### config.mk
export PLATFORM = sky130hd
export DESIGN_NAME = i2c_xfer_seq
export DESIGN_NICKNAME = d
export VERILOG_FILES = /design/src/rtl/i2c_xfer_seq.sv
export SDC_FILE = /design/constraint.sdc
export NUM_CORES = 1
export LEC_CHECK = 0
export ABC_AREA = 1
export CELL_PAD_IN_SITES_DETAIL_PLACEMENT = 0
export CELL_PAD_IN_SITES_GLOBAL_PLACEMENT = 1
export CORE_ASPECT_RATIO = 0.6
export CORE_UTILIZATION = 41
export DETAILED_ROUTE_END_ITERATION = 10
export GPL_TIMING_DRIVEN = 0
export PLACE_DENSITY_LB_ADDON = 0.1
export SKIP_LAST_GASP = 1
export SLEW_MARGIN = 0
export SYNTH_ARGS = -nofsm -noshare
export SYNTH_HDL_FRONTEND = slang
export SYNTH_SLANG_ARGS = --single-unit
export TNS_END_PERCENT = 50
### constraint.sdc
create_clock -name sys_clk -period 4.5 [get_ports sys_clk]
set_input_delay 1.125 -clock sys_clk [delete_from_list [all_inputs] [get_ports sys_clk]]
set_output_delay 1.125 -clock sys_clk [all_outputs]
set_load 0.05 [all_outputs]
### src/rtl/i2c_xfer_seq.sv
// Register-access sequencer for the i2c_master io bus.
// Turns single-byte register read/write requests into command sequences.
module i2c_xfer_seq #(
  parameter logic [15:0] PRESCALE = 16'd99,
  parameter logic [19:0] TIMEOUT  = 20'd100000,
  parameter int          RD_LAT   = 1
) (
  input  logic       sys_clk,
  input  logic       sys_rst,
  input  logic       req_valid,
  output logic       req_ready,
  input  logic       req_rnw,
  input  logic [6:0] req_dev,
  input  logic [7:0] req_reg,
  input  logic [7:0] req_wdata,
  output logic       rsp_valid,
  output logic [7:0] rsp_rdata,
  output logic [1:0] rsp_err,
  output logic [4:0] io_a,
  output logic [7:0] io_di,
  input  logic [7:0] io_do,
  output logic       io_we,
  output logic       io_re
);

  localparam logic [7:0] LAT = 8'(RD_LAT);

  typedef enum logic [3:0] {
    INIT_PL, INIT_PH, INIT_EN, IDLE,
    WR_TXR, WR_CR, POLL_RE, POLL_WAIT,
    POLL_CHK, RD_RXR, RXR_WAIT, STOP_CR,
    RST0, RST1, DONE
  } state_t;

  state_t      state_q, state_d;
  logic [1:0]  step_q, step_d;
  logic        rnw_q, rnw_d;
  logic [6:0]  dev_q, dev_d;
  logic [7:0]  reg_q, reg_d;
  logic [7:0]  wdata_q, wdata_d;
  logic        wbusy_q, wbusy_d;
  logic [19:0] cnt_q, cnt_d;
  logic [7:0]  lat_q, lat_d;
  logic [1:0]  err_q, err_d;
  logic [7:0]  rx_q, rx_d;
  logic [4:0]  io_a_q, io_a_d;
  logic [7:0]  io_di_q, io_di_d;
  logic        io_we_q, io_we_d;
  logic        io_re_q, io_re_d;
  logic        ready_q, ready_d;
  logic        rsp_valid_q, rsp_valid_d;
  logic [7:0]  rdata_q, rdata_d;
  logic [1:0]  rsp_err_q, rsp_err_d;

  logic [7:0] txr_v, cr_v;
  logic       last_wr, timed_out;

  assign req_ready = ready_q;
  assign rsp_valid = rsp_valid_q;
  assign rsp_rdata = rdata_q;
  assign rsp_err   = rsp_err_q;
  assign io_a      = io_a_q;
  assign io_di     = io_di_q;
  assign io_we     = io_we_q;
  assign io_re     = io_re_q;

  assign last_wr   = !rnw_q && (step_q == 2'd2);
  assign timed_out = (cnt_q >= TIMEOUT);

  // Step 3 is the read-data command, which has no TXR byte.
  always_comb begin
    txr_v = {dev_q, 1'b0};
    cr_v  = 8'h90;
    unique case (step_q)
      2'd0: begin
        txr_v = {dev_q, 1'b0};
        cr_v  = 8'h90;
      end
      2'd1: begin
        txr_v = reg_q;
        cr_v  = 8'h10;
      end
      2'd2: begin
        txr_v = rnw_q ? {dev_q, 1'b1} : wdata_q;
        cr_v  = rnw_q ? 8'h90 : 8'h50;
      end
      default: begin
        txr_v = reg_q;
        cr_v  = 8'h68;
      end
    endcase
  end

  always_comb begin
    state_d     = state_q;
    step_d      = step_q;
    rnw_d       = rnw_q;
    dev_d       = dev_q;
    reg_d       = reg_q;
    wdata_d     = wdata_q;
    wbusy_d     = wbusy_q;
    cnt_d       = cnt_q;
    lat_d       = lat_q;
    err_d       = err_q;
    rx_d        = rx_q;
    io_a_d      = io_a_q;
    io_di_d     = io_di_q;
    io_we_d     = 1'b0;
    io_re_d     = 1'b0;
    ready_d     = 1'b0;
    rsp_valid_d = 1'b0;
    rdata_d     = rdata_q;
    rsp_err_d   = rsp_err_q;
    unique case (state_q)
      INIT_PL: begin
        io_we_d = 1'b1;
        io_a_d  = 5'd0;
        io_di_d = PRESCALE[7:0];
        state_d = INIT_PH;
      end
      INIT_PH: begin
        io_we_d = 1'b1;
        io_a_d  = 5'd1;
        io_di_d = PRESCALE[15:8];
        state_d = INIT_EN;
      end
      INIT_EN: begin
        io_we_d = 1'b1;
        io_a_d  = 5'd2;
        io_di_d = 8'h80;
        state_d = IDLE;
      end
      IDLE: begin
        if (req_valid && ready_q) begin
          rnw_d   = req_rnw;
          dev_d   = req_dev;
          reg_d   = req_reg;
          wdata_d = req_wdata;
          step_d  = 2'd0;
          err_d   = 2'd0;
          wbusy_d = 1'b0;
          state_d = WR_TXR;
        end else begin
          ready_d = 1'b1;
        end
      end
      WR_TXR: begin
        io_we_d = 1'b1;
        io_a_d  = 5'd3;
        io_di_d = txr_v;
        state_d = WR_CR;
      end
      WR_CR: begin
        io_we_d = 1'b1;
        io_a_d  = 5'd5;
        io_di_d = cr_v;
        cnt_d   = 20'd0;
        state_d = POLL_RE;
      end
      POLL_RE: begin
        io_re_d = 1'b1;
        io_a_d  = 5'd6;
        cnt_d   = cnt_q + 20'd1;
        lat_d   = 8'd1;
        state_d = POLL_WAIT;
      end
      POLL_WAIT: begin
        if (lat_q == LAT) state_d = POLL_CHK;
        else lat_d = lat_q + 8'd1;
      end
      POLL_CHK: begin
        if (wbusy_q) begin
          if (!io_do[6]) begin
            state_d = DONE;
          end else if (timed_out) begin
            err_d   = 2'd3;
            state_d = RST0;
          end else begin
            state_d = POLL_RE;
          end
        end else if (io_do[1]) begin
          if (timed_out) begin
            err_d   = 2'd3;
            state_d = RST0;
          end else begin
            state_d = POLL_RE;
          end
        end else if (io_do[5]) begin
          err_d   = 2'd2;
          state_d = DONE;
        end else if (step_q == 2'd3) begin
          state_d = RD_RXR;
        end else if (io_do[7]) begin
          err_d   = 2'd1;
          state_d = last_wr ? DONE : STOP_CR;
        end else if (last_wr) begin
          state_d = DONE;
        end else if (step_q == 2'd2) begin
          step_d  = 2'd3;
          state_d = WR_CR;
        end else begin
          step_d  = step_q + 2'd1;
          state_d = WR_TXR;
        end
      end
      RD_RXR: begin
        io_re_d = 1'b1;
        io_a_d  = 5'd4;
        lat_d   = 8'd0;
        state_d = RXR_WAIT;
      end
      RXR_WAIT: begin
        if (lat_q == LAT) begin
          rx_d    = io_do;
          state_d = DONE;
        end else begin
          lat_d = lat_q + 8'd1;
        end
      end
      STOP_CR: begin
        io_we_d = 1'b1;
        io_a_d  = 5'd5;
        io_di_d = 8'h40;
        cnt_d   = 20'd0;
        wbusy_d = 1'b1;
        state_d = POLL_RE;
      end
      RST0: begin
        io_we_d = 1'b1;
        io_a_d  = 5'd2;
        io_di_d = 8'h00;
        state_d = RST1;
      end
      RST1: begin
        io_we_d = 1'b1;
        io_a_d  = 5'd2;
        io_di_d = 8'h80;
        state_d = DONE;
      end
      DONE: begin
        rsp_valid_d = 1'b1;
        rsp_err_d   = err_q;
        if (rnw_q && err_q == 2'd0) rdata_d = rx_q;
        ready_d = 1'b1;
        state_d = IDLE;
      end
      default: state_d = INIT_PL;
    endcase
  end

  always_ff @(posedge sys_clk or posedge sys_rst) begin
    if (sys_rst) begin
      state_q     <= INIT_PL;
      step_q      <= 2'd0;
      rnw_q       <= 1'b0;
      dev_q       <= 7'd0;
      reg_q       <= 8'd0;
      wdata_q     <= 8'd0;
      wbusy_q     <= 1'b0;
      cnt_q       <= 20'd0;
      lat_q       <= 8'd0;
      err_q       <= 2'd0;
      rx_q        <= 8'd0;
      io_a_q      <= 5'd0;
      io_di_q     <= 8'd0;
      io_we_q     <= 1'b0;
      io_re_q     <= 1'b0;
      ready_q     <= 1'b0;
      rsp_valid_q <= 1'b0;
      rdata_q     <= 8'd0;
      rsp_err_q   <= 2'd0;
    end else begin
      state_q     <= state_d;
      step_q      <= step_d;
      rnw_q       <= rnw_d;
      dev_q       <= dev_d;
      reg_q       <= reg_d;
      wdata_q     <= wdata_d;
      wbusy_q     <= wbusy_d;
      cnt_q       <= cnt_d;
      lat_q       <= lat_d;
      err_q       <= err_d;
      rx_q        <= rx_d;
      io_a_q      <= io_a_d;
      io_di_q     <= io_di_d;
      io_we_q     <= io_we_d;
      io_re_q     <= io_re_d;
      ready_q     <= ready_d;
      rsp_valid_q <= rsp_valid_d;
      rdata_q     <= rdata_d;
      rsp_err_q   <= rsp_err_d;
    end
  end

endmodule

Word-level counts from Yosys, hierarchy flattened:

Index checks and enable logic that the tools add are counted.

* output and inout bits: 27
* bits in registers: 96
* bits of input ports: 35
* logic and storage cells: 130

* reductions and logical operators: 29
* add/subtract/negate cells: 3
* $lt $le $gt $ge: 1
* equality and inequality tests: 31
* multiplexer cells: 47

Operators with widths (number)
* one-hot mux 4 bit (13 select lines): 1
* one-hot mux 8 bit (3 select lines): 2
* one-hot mux 8 bit (6 select lines): 1
* 2-to-1 mux 4 bit: 11
* one-hot mux 20 bit (2 select lines): 1
* one-hot mux 5 bit (7 select lines): 1
* 2-to-1 mux 2 bit: 15
* equality test 4 bit (second input constant): 7
* 2-to-1 mux 8 bit: 3
* adder 20 x 1 -> 20 bit (second input constant): 1
* >= comparator 20 x 17 -> 1 bit (second input constant): 1
* inequality test 2 bit (second input constant): 10
* equality test 4 x 3 -> 1 bit (second input constant): 4
* one-hot mux 8 bit (2 select lines): 1
* OR reduction 2 bit: 6
* inequality test 5 bit (second input constant): 2
* AND reduction 2 bit: 5
* adder 8 x 1 -> 8 bit (second input constant): 1
* equality test 4 x 2 -> 1 bit (second input constant): 2
* equality test 8 x 1 -> 1 bit (second input constant): 1
* one-hot mux 2 bit (2 select lines): 2
* AND reduction 8 bit: 1
* OR reduction 8 bit: 1
* nonzero test 7 bit: 1
* 18 further kinds: 30

Longest topological paths before layout:

* word-level depth: 9
* mapped depth: 11
* depth with buffers taken out: 11

Worst setup path after synthesis:

Ideal clock, no wire load.

* path type: input to register
* start point: in io_do[1]
* end point: reg err_q[0]
* buffers on the path: 0
* slack: 2.621 ns
* stages: 8
* data required time: 4.384 ns
* setup time: 0.116 ns
* arrival: 1.763 ns
* cells stage by stage: nor2_1 nand2_1 nand2_1 nand3_1 nand2_1 nor2_1 nand2_1 nand2_1

* longest elaborated chain between the ends: 3
* elaborated cells on any way between the ends: 6
* those cells by class: eq/ne (2); mux (3); reduce/logical (1)

Ends and longest elaborated chain
* from (decl): RTL line 21 `input logic [7:0] io_do,`
* 2-to-1 mux 2 bit: RTL line 181 `end else if (io_do[1]) begin`
* 2-to-1 mux 2 bit: RTL line 172 `if (wbusy_q) begin`
* one-hot mux 2 bit (2 select lines): RTL line 114 `unique case (state_q)`
* to (signal assigned): RTL line 282 `err_q <= err_d;`
* to (decl): RTL line 44 `logic [1:0] err_q, err_d;`

Several ways; a longest one is shown, not always the timed one.
A chain may end at the register's enable or synchronous reset.

Worst setup path after layout:

* start point: reg io_di_q[0], in the netlist io_di[0]
* end point: out io_di[0]

RTL lines
* from (decl): RTL line 47 `logic [7:0] io_di_q, io_di_d;`
* from (signal assigned): RTL line 285 `io_di_q <= io_di_d;`
* to (decl): RTL line 20 `output logic [7:0] io_di,`

No word-level cell between the ends.

==> flow_metrics.py <==
metrics = {
    "status": {
        "status": "finished clean",
    },
    "yosys": {
        "synth-seq-cells": 94,
        "yosysWarningCount": 0,
        "yosysTopAreaCell": "dfrtp_1",
        "syn_area_um2": 4880,
        "synth.area.top_cells": "dfrtp_1 (48%), nand2_1 (15%), nor2_1 (5.0%)",
        "syn_avg_cell_area_um2": 7.79,
        "yosysTopAreaCellShare_pct": 48.2,
        "synth_cells": 627,
        "ys_types": 41,
        "synth-seq-area-share_pct": 48.2,
    },
    "timing": {
        "maxSlewHeadroom_pct": 54.2,
        "rsz0062_at_grt": "no",
        "worstMarginPinSlew_ps": 686,
        "hold_viol": 0,
        "drv_slew": 0,
        "tns_ps": 0,
        "min_period_ps": 2670,
        "max_freq_mhz": 375,
        "setup_viol": 0,
        "whs_ps": 474,
        "finalClockSkew_ps": 6.26,
        "post-route-period-util_pct": 59.3,
    },
    "cells_and_area": {
        "final_cell_mix": "nand2_1 (200), dfrtp_1 (94), nor2_1 (65), inv_1 (63), clkdlybuf4s50_1 (59)",
        "final_nets": 742,
        "finish.utilization_pct": 52.7,
        "layout_commonest_cell": "nand2_1",
        "num_antenna_cells": 0,
        "drive_gt1_share_pct": 8.66,
        "instances_no_fill": 864,
        "syn2layout_area_growth_pct": 23.5,
    },
    "placement": {
        "place_hpwl_um": 9260,
        "port_buffers": 59,
        "place_congestion": 0.838,
        "placed_cells": 848,
    },
    "power": {
        "powerDensity_nw_per_um2": 620,
        "p_sw_w": 0.00160,
        "leakage_nw": 2.91,
        "p_int_w": 0.00214,
        "swShare_pct": 42.8,
        "pwr-share-clk_pct": 22.6,
        "p_comb_share_pct": 41.8,
        "vdd_drop_max_v": 0.000375,
        "p_seq_share_pct": 35.6,
    },
    "routing": {
        "antenna_left": 0,
        "viasPerCell": 4.92,
        "vias": 4251,
        "drc": 0,
        "dr.first_iter.drc_count": 254,
        "wl_um": 12200,
        "avgRoutedWirePerCell_um": 14.1,
        "first_pass_iters": 5,
    },
    "setup_path": {
        "cp-end-kind": "output port",
        "required_ps": 3380,
        "critPathMaxFanout": 2,
        "critPathBufInv": 1,
        "startpoint_type": "register",
        "cp_top_family": "buffers and inverters",
        "cp_data_arrival_time_ps": 1540,
        "critical-path-slowest-cell": "clkdlybuf4s50_1",
        "critPathKind": "register to output port",
        "slowest_delay_ps": 830,
        "ff2ff_setup_slack_ps": 2500,
        "crit_path_cell_trace": "clkdlybuf4s50_1",
    },
    "clock_tree": {
        "root_buffer": "clkbuf_16",
        "clock_path_buffers": 2,
        "clkLatencyLatePin_ps": 350,
        "cts_hold_buf": 0,
        "cts_buffers": 9,
        "clk_pin_slew_worst_paths_ps": 70,
        "cts_setup_buffers": 0,
        "cts_tree": "yes",
        "cts.sinks": 94,
        "post_cts_resized": 0,
        "htree_levels": 3,
    },
    "floorplan": {
        "chipWidth_um": 143,
        "rows": 30,
        "die-area_um2": 12400,
        "start_util_pct": 42.7,
        "core_um2": 11400,
        "ios": 62,
        "die_h_um": 86.5,
    },
    "min_path": {
        "hold_path.class": "register to register",
    },
    "grt": {
        "track_usage_pct": 21.7,
        "grt_max_degree": 54,
        "grt_overflow_total": 0,
        "grt_pass1_vias": 4069,
        "grt_pass1_wl_um": 20400,
        "antenna_found_initial": 0,
    },
    "run": {
        "drv_cap": 0,
    },
}
[worst paths after layout]
kind                                           to                    from  cells after the start
setup / recovery                         io_di[0]    io_di[0]$_DFFE_PP0P_                      1
hold / removal             rsp_err[0]$_DFFE_PP0P_  rsp_err[0]$_DFFE_PP0P_                      2
setup reg to reg            cnt_q[14]$_DFFE_PP0P_    cnt_q[0]$_DFFE_PP0P_                      6
hold reg to reg            rsp_err[0]$_DFFE_PP0P_  rsp_err[0]$_DFFE_PP0P_                      2
max in group asynchronous     rx_q[5]$_DFFE_PP0P_                 sys_rst                      3
min in group asynchronous         io_we$_DFF_PP0_                 sys_rst                      2
[power by group through the flow]
stage	clock [W]	combinational, W	sequential (W)
after global routing	0.000899	0.00173	0.00137
after floorplan	0	0.000752	0.00165
after CTS	0.000870	0.00157	0.00133
final	0.000844	0.00156	0.00133
after global placement	0	0.00154	0.00134
after detailed placement	0	0.00156	0.00134
[per-stage QoR]
step / instance area (um2) / power, W / setup slack [ps]
2_1_floorplan: 4890 / 0.00240 / 926
3_3_place_gp: 5680 / 0.00288 / -638
3_5_place_dp: 5700 / 0.00291 / 1890
4_1_cts: 6030 / 0.00377 / 1820
5_1_grt: 6030 / 0.00400 / 1770
6_report: 6030 / 0.00374 / 1830
[cell type report]
type	instances	area, um2
Buffer	11	60.1
Timing Repair Buffer	60	611
Clock inverter	7	104
Sequential cell	94	2350
Fill cell	1112	5420
Clock buffer	9	225
Inverter	73	277
Tap cell	160	200
Multi-Input combinational cell	450	2200
[cell usage after synthesis]
library cell and n:
a21boi_0 1, a21oi_2 1, a32oi_1 1, nor2_4 1
o31ai_1 2, nand3_2 1, mux2_2 8, buf_4 3
nand3_1 44, a21oi_1 15, nor3b_1 1, o21ai_1 12
buf_2 6, clkinv_1 3, nor2_2 6, clkbuf_1 2
o21ai_0 27, o221ai_1 1, conb_1 1, nor2_8 1
a21boi_1 1, and2_1 1, nor2_1 65, nand4_4 1
xor2_1 7, inv_1 64, o22ai_1 5, nand4_1 7
ha_1 8, o21bai_1 1, inv_2 6, nand2_2 7
nor3_1 11, nand3b_1 1, o211ai_1 7, dfrtp_1 94
o2111ai_1 1, nor3b_2 1, nand2_1 200, nor3_4 1
o21a_1 1
[routing by layer]
| metal | GRT usage, % | part of all wire [%] |
|---|---|---|
| met3 | 5.25 | 5.9 |
| met4 | 5.08 | 0.96 |
| met5 | 0 | 0 |
| met1 | 33.9 | 54 |
| met2 | 29.8 | 39 |
[registers in the layout, indices dropped and copies added, names as in the netlist, 3 cells and up]
| name | cells |
|---|---|
| io_a | 3 |
| dev_q | 7 |
| io_di | 8 |
| rsp_rdata | 8 |
| cnt_q | 20 |
| wdata_q | 8 |
| lat_q | 8 |
| reg_q | 8 |
| state_q | 4 |
| rx_q | 8 |
[worst register-to-register path: stages (launching register included)]
cell     delay, ps
dfrtp_1        440
ha_1           310
nand3_1        160
nor3_1         520
nand4_1        260
nor2_1         150
nor2_1          60
[kinds of logic (layout without fill, tap and decap cells)]
| group | count (synthesis) | count (layout) | share of synthesized area (%) |
|---|---|---|---|
| AOI/OAI and AO/OA | 76 | 76 | 8.89 |
| xor gates and xnor gates | 7 | 7 | 1.26 |
| adders and majority gates | 8 | 8 | 2.05 |
| buffers and inverters | 84 | 160 | 6.84 |
| DFF | 94 | 94 | 48.2 |
| muxes | 8 | 8 | 1.84 |
| other | 1 | 2 | 0.0768 |
| and+or+nand+nor | 349 | 349 | 30.9 |
Power figures use the tool's default switching activity.
